$ cat config.mk
export PLATFORM = sky130hd
export DESIGN_NAME = medfilter_frame_writer
export DESIGN_NICKNAME = d
export VERILOG_FILES = /design/src/rtl/medfilter_frame_writer.sv
export SDC_FILE = /design/constraint.sdc
export NUM_CORES = 1
export LEC_CHECK = 0
export CORE_MARGIN = 2
export CORE_UTILIZATION = 54
export CTS_CLUSTER_DIAMETER = 30
export DETAILED_ROUTE_END_ITERATION = 8
export PLACE_DENSITY_LB_ADDON = 0.25
export REMOVE_ABC_BUFFERS = 1
export SYNTH_ARGS = -nofsm -noshare
export SYNTH_HDL_FRONTEND = slang
export SYNTH_SLANG_ARGS = --single-unit
$ cat constraint.sdc
create_clock -name CLK -period 5.71 [get_ports CLK]
set_input_delay 1.142 -clock CLK [delete_from_list [all_inputs] [get_ports CLK]]
set_output_delay 1.142 -clock CLK [all_outputs]
set_load 0.02 [all_outputs]
$ cat src/rtl/medfilter_frame_writer.sv
// Median-filter output sink: packs pixels into 32-bit words, buffers them, and writes them out over an Avalon-MM-style master.
// Optional checksum output enabled by defining WRITER_CHECKSUM_EN.
module medfilter_frame_writer #(
  parameter int unsigned IMG_W      = 512,
  parameter int unsigned IMG_H      = 512,
  parameter int unsigned FIFO_DEPTH = 8,
  parameter int unsigned BASE_ADDR  = 0,
  parameter int unsigned ADDR_W     = 32
) (
  input  logic              CLK,
  input  logic              RSTn,
  input  logic              Frame_start,
  output logic              Start_sig,
  input  logic              Done_sig,
  input  logic [7:0]        Data_in,
  output logic [ADDR_W-1:0] wr_addr,
  output logic [31:0]       wr_data,
  output logic              wr_en,
  input  logic              wr_wait,
  output logic              frame_done,
  output logic              overflow
`ifdef WRITER_CHECKSUM_EN
  ,
  output logic [15:0]       checksum
`endif
);

  localparam int unsigned TOTAL = IMG_W * IMG_H;
  localparam int unsigned PW    = $clog2(TOTAL + 1);
  localparam int unsigned AW    = $clog2(FIFO_DEPTH);
  localparam logic [AW:0] FULL_CNT = (AW + 1)'(FIFO_DEPTH);

  typedef enum logic [1:0] {S_IDLE, S_RUN, S_DRAIN, S_DONE} state_t;

  state_t              r_state;
  logic [PW-1:0]       r_pix_cnt;
  logic [1:0]          r_lane;
  logic [31:0]         r_word;
  logic [31:0]         r_mem [FIFO_DEPTH];
  logic [AW-1:0]       r_wr_ptr;
  logic [AW-1:0]       r_rd_ptr;
  logic [AW:0]         r_count;
  logic [ADDR_W-3:0]   r_word_idx;
  logic                r_start;
  logic                r_done;
  logic                r_ovf;
`ifdef WRITER_CHECKSUM_EN
  logic [15:0]         r_csum;
`endif

  logic        w_accept;
  logic        w_last;
  logic        w_push_req;
  logic        w_full;
  logic        w_push;
  logic        w_pop;
  logic        w_nonempty;
  logic [31:0] w_packed;

  assign w_accept   = (r_state == S_RUN) && Done_sig;
  assign w_last     = (r_pix_cnt == PW'(TOTAL - 1));
  // Lanes above the current one are still zero, so OR-ing in the new byte also zero-pads a final partial word.
  assign w_packed   = r_word | ({24'd0, Data_in} << {r_lane, 3'd0});
  assign w_push_req = w_accept && ((r_lane == 2'd3) || w_last);
  assign w_nonempty = (r_count != '0);
  assign w_full     = (r_count == FULL_CNT);
  assign w_push     = w_push_req && !w_full;
  assign w_pop      = w_nonempty && !wr_wait;

  always_ff @(posedge CLK) begin
    if (w_push) r_mem[r_wr_ptr] <= w_packed;
  end

  always_ff @(posedge CLK or negedge RSTn) begin
    if (!RSTn) begin
      r_state    <= S_IDLE;
      r_pix_cnt  <= '0;
      r_lane     <= '0;
      r_word     <= '0;
      r_wr_ptr   <= '0;
      r_rd_ptr   <= '0;
      r_count    <= '0;
      r_word_idx <= '0;
      r_start    <= 1'b0;
      r_done     <= 1'b0;
      r_ovf      <= 1'b0;
`ifdef WRITER_CHECKSUM_EN
      r_csum     <= '0;
`endif
    end else begin
      if (w_push) r_wr_ptr <= r_wr_ptr + 1'b1;
      if (w_pop) begin
        r_rd_ptr   <= r_rd_ptr + 1'b1;
        r_word_idx <= r_word_idx + 1'b1;
      end
      case ({w_push, w_pop})
        2'b10:   r_count <= r_count + 1'b1;
        2'b01:   r_count <= r_count - 1'b1;
        default: r_count <= r_count;
      endcase

      case (r_state)
        S_IDLE: begin
          if (Frame_start) begin
            r_pix_cnt  <= '0;
            r_lane     <= '0;
            r_word     <= '0;
            r_word_idx <= '0;
            r_ovf      <= 1'b0;
            r_start    <= 1'b1;
`ifdef WRITER_CHECKSUM_EN
            r_csum     <= '0;
`endif
            r_state    <= S_RUN;
          end
        end
        S_RUN: begin
          if (w_accept) begin
            r_pix_cnt <= r_pix_cnt + 1'b1;
            r_lane    <= r_lane + 1'b1;
            r_word    <= w_push_req ? '0 : w_packed;
`ifdef WRITER_CHECKSUM_EN
            r_csum    <= r_csum + {8'd0, Data_in};
`endif
            if (w_push_req && w_full) r_ovf <= 1'b1;
            if (w_last) begin
              r_start <= 1'b0;
              r_state <= S_DRAIN;
            end
          end
        end
        S_DRAIN: begin
          if (!w_nonempty) begin
            r_done  <= 1'b1;
            r_state <= S_DONE;
          end
        end
        S_DONE: begin
          r_done  <= 1'b0;
          r_state <= S_IDLE;
        end
        default: r_state <= S_IDLE;
      endcase
    end
  end

  assign Start_sig  = r_start;
  assign frame_done = r_done;
  assign overflow   = r_ovf;
  assign wr_en      = w_nonempty;
  assign wr_data    = w_nonempty ? r_mem[r_rd_ptr] : '0;
  assign wr_addr    = ADDR_W'(BASE_ADDR) + {r_word_idx, 2'b00};
`ifdef WRITER_CHECKSUM_EN
  assign checksum   = r_csum;
`endif

endmodule

==> results.md <==
* Chip Height at 167.8 um
* Vias in the first global route at 8714
* Max Fanout on Critical Path at 43
* Wire length per cell at 22.07 um
* Via count at 8261
* Period utilization at 0.7601
* Crit end category: output port
* Post-synth cell types at 46
* Critical path class: reg -> out
* # IOs at 81
* Slew Viols, Final at 0
* Final HPWL DP at 16150 um
* Final Setup Violations at 0
* Syn Area/Cell at 16.54 um^2
* Fin nets at 1024
* FMAX at 0.2304 GHz
* Leak Pwr at 0.006805 uW
* Cell area after synthesis at 14490 um^2
* Antenna violations before repair at 0
* DR pass1 iterations at 5
* Commonest non-fill, non-tap cell in the layout: edfxtp_1
* DRC violations left at 0
* Most frequent cells in the layout: 256 x edfxtp_1, 95 x dfrtp_1, 77 x clkdlybuf4s50_1, 72 x nor2_1, 70 x clkbuf_16
* TritonCTS clock tree: built
* Post-CTS sizing at 0
* Worst min-delay path category: reg -> reg
* Synth Register Bits at 354
* Diode count at 0
* Max Clock Skew at 21.71 ps
* Max incr delay on CP at 1010 ps
* Grt total ovfl at 0
* Post-synthesis sequential area ratio at 0.6998
* Worst skew pair latency at 550 ps
* Total track usage at 0.2268
* # hold bufs at CTS at 0
* Final ANT Viol Nets at 0
* Starting DRT DRC Count at 678
* Number of synthesized flops with an enable pin at 256
* Yosys warns at 0
* CP max-delay cell: dfrtp_4
* # Max-Cap Violations at 0
* CP Launch Type: flip-flop
* H-tree depth at 3
* Max VDD drop at 0.4196 mV
* Commonest register cell after synthesis: edfxtp_1
* Clk slew on worst S/H paths at 50 ps
* P&R area growth vs syn at 25.41%
* Minimum clock period at 4340 ps
* Fraction of layout cells with a size suffix above 1 at 0.2068
* CTS Sinks at 354
* PortBufs at 78
* Row count at 59
* Vias per cell at 5.947
* WL final at 30650 um
* Max-slew headroom at 0.2336
* Mapped Cells at 876
* Clk root buf: clkbuf_16
* Buffer count from post-CTS setup fixing at 0
* Fraction of registers with async set/reset at 0.2768
* CORE AREA at 26210 um^2
* Setup TNS at 0 ps
* Largest net degree at the start of global routing at 57
* DIE WIDTH at 167.8 um
* Power Density at 567.8 nW/um^2
* Die ar. at 28160 um^2
* Critical Path RT at 4570 ps
* Gpl congestion at 0.7793
* First-pass GRT wire length at 48870 um
* Outcome: complete, no violations
* Unrepaired setup endpoints after global routing: no
* Hold slack final at 507.4 ps
* Worst Path Arrival at 3200 ps
* Slew @ Worst Pin at 1145 ps
* Hold Fails Final Rpt at 0
* Worst path cell trace: buf_12, mux4_2, mux2i_1, nor2_1, clkdlybuf4s50_1
* Initial core utilization at 0.5529
* CTS buffer count at 69
* Clk buf depth at 3
==> metrics by stage <==
step / utilization / instance area [um^2] / instances / total power (uW) / setup slack, ps
5_1_grt: 0.6934 / 18170 / 1389 / 10730 / 1135
6_report: 0.6934 / 18170 / 1389 / 10320 / 1370
2_1_floorplan: - / 14310 / 833 / 5234 / 296.3
3_5_place_dp: 0.5994 / 15710 / 1263 / 6144 / 1890
4_1_cts: 0.6934 / 18170 / 1389 / 10410 / 1260
3_3_place_gp: 0.5994 / 15710 / 1263 / 6094 / 1887
==> synthesized netlist by cell type, drive strengths merged, types with 11 or more instances <==
library cell	instances	area (um^2)
a21o	32	240.2
a21oi	23	115.1
a22o	34	297.8
buf	20	97.59
clkbuf	24	90.09
dfrtp	98	2452
edfxtp	256	7687
ha	12	150.1
mux2i	32	320.3
mux4	64	1441
nand2	27	103.9
nand3	21	105.1
nand4	11	68.82
nor2	75	281.5
o21ai	20	100.1
or3	19	118.9
xnor2	15	131.4
xor2	22	192.7
==> worst paths after layout <==
kind / cells after the start / endpoint / startpoint / slack (ps)
worst min-delay path: 1 / r_word[4]$_DFFE_PN0P_ / r_word[4]$_DFFE_PN0P_ / 510
min in group asynchronous: 1 / r_pix_cnt[9]$_DFFE_PN0P_ / RSTn / 690
max in group asynchronous: 2 / r_word_idx[23]$_DFF_PN0_ / RSTn / 3980
worst max-delay path: 5 / wr_data[12] / r_rd_ptr[0]$_DFFE_PN0P_ / 1370
worst min register to register: 1 / r_word[4]$_DFFE_PN0P_ / r_word[4]$_DFFE_PN0P_ / 510
worst max register to register: 6 / r_mem[2][3]$_DFFE_PP_ / r_pix_cnt[3]$_DFFE_PN0P_ / 2350
==> cells by family after synthesis <==
logic type                 count (synthesis)  share of synthesized area
AOI/OAI and AO/OA                        118                    0.05716
xor gates and xnor gates                  37                    0.02236
adders and majority gates                 12                    0.01036
buffers and inverters                     53                    0.01528
DFF                                      354                     0.6998
muxes                                    100                     0.1247
other                                      1                  0.0002588
and+or+nand+nor                          201                    0.07012
==> layout make-up <==
| cell class | instances | area, um^2 |
|---|---|---|
| clock buffer | 86 | 1882 |
| clock inverter | 40 | 581.8 |
| fill | 1662 | 8034 |
| inverter | 9 | 33.78 |
| multi-input combinational | 470 | 4192 |
| sequential | 354 | 10150 |
| tap | 335 | 419.2 |
| timing repair buffer | 95 | 918.4 |
==> critical path, delay by kind of cell (launching register included) <==
family / cells / cell delay (ps)
AND/OR/NAND/NOR: 1 / 60
multiplexers: 2 / 690
buffers and inverters: 2 / 860
flip-flops: 1 / 1010
==> registers in the layout, indices dropped and copies added (netlist names) <==
| register | cells |
|---|---|
| r_state | 2 |
| r_word_idx | 30 |
| r_mem | 256 |
| frame_done | 1 |
| r_word | 32 |
| r_lane | 2 |
| r_count | 4 |
| r_wr_ptr | 3 |
| overflow | 1 |
| r_pix_cnt | 19 |
| r_rd_ptr | 3 |
| Start_sig | 1 |
==> power breakdown <==
group          internal, uW  leakage (uW)  switching (uW)
logic                  1200       0.00205            1280
registers              3270       0.00358             366
clock network          2890       0.00117            1310
==> layer usage <==
| layer | routed length [um] | up-vias | share of wire | track usage |
|---|---|---|---|---|
| li1 | - | 3681 | - | - |
| met1 | 13280 | 4240 | 0.43 | 0.3139 |
| met2 | 15000 | 282 | 0.49 | 0.3665 |
| met3 | 1682 | 58 | 0.055 | 0.04208 |
| met4 | 688 | 0 | 0.022 | 0.08166 |
| met5 | 0 | - | 0 | 0 |
No activity file was read; power rests on OpenSTA's default activity.
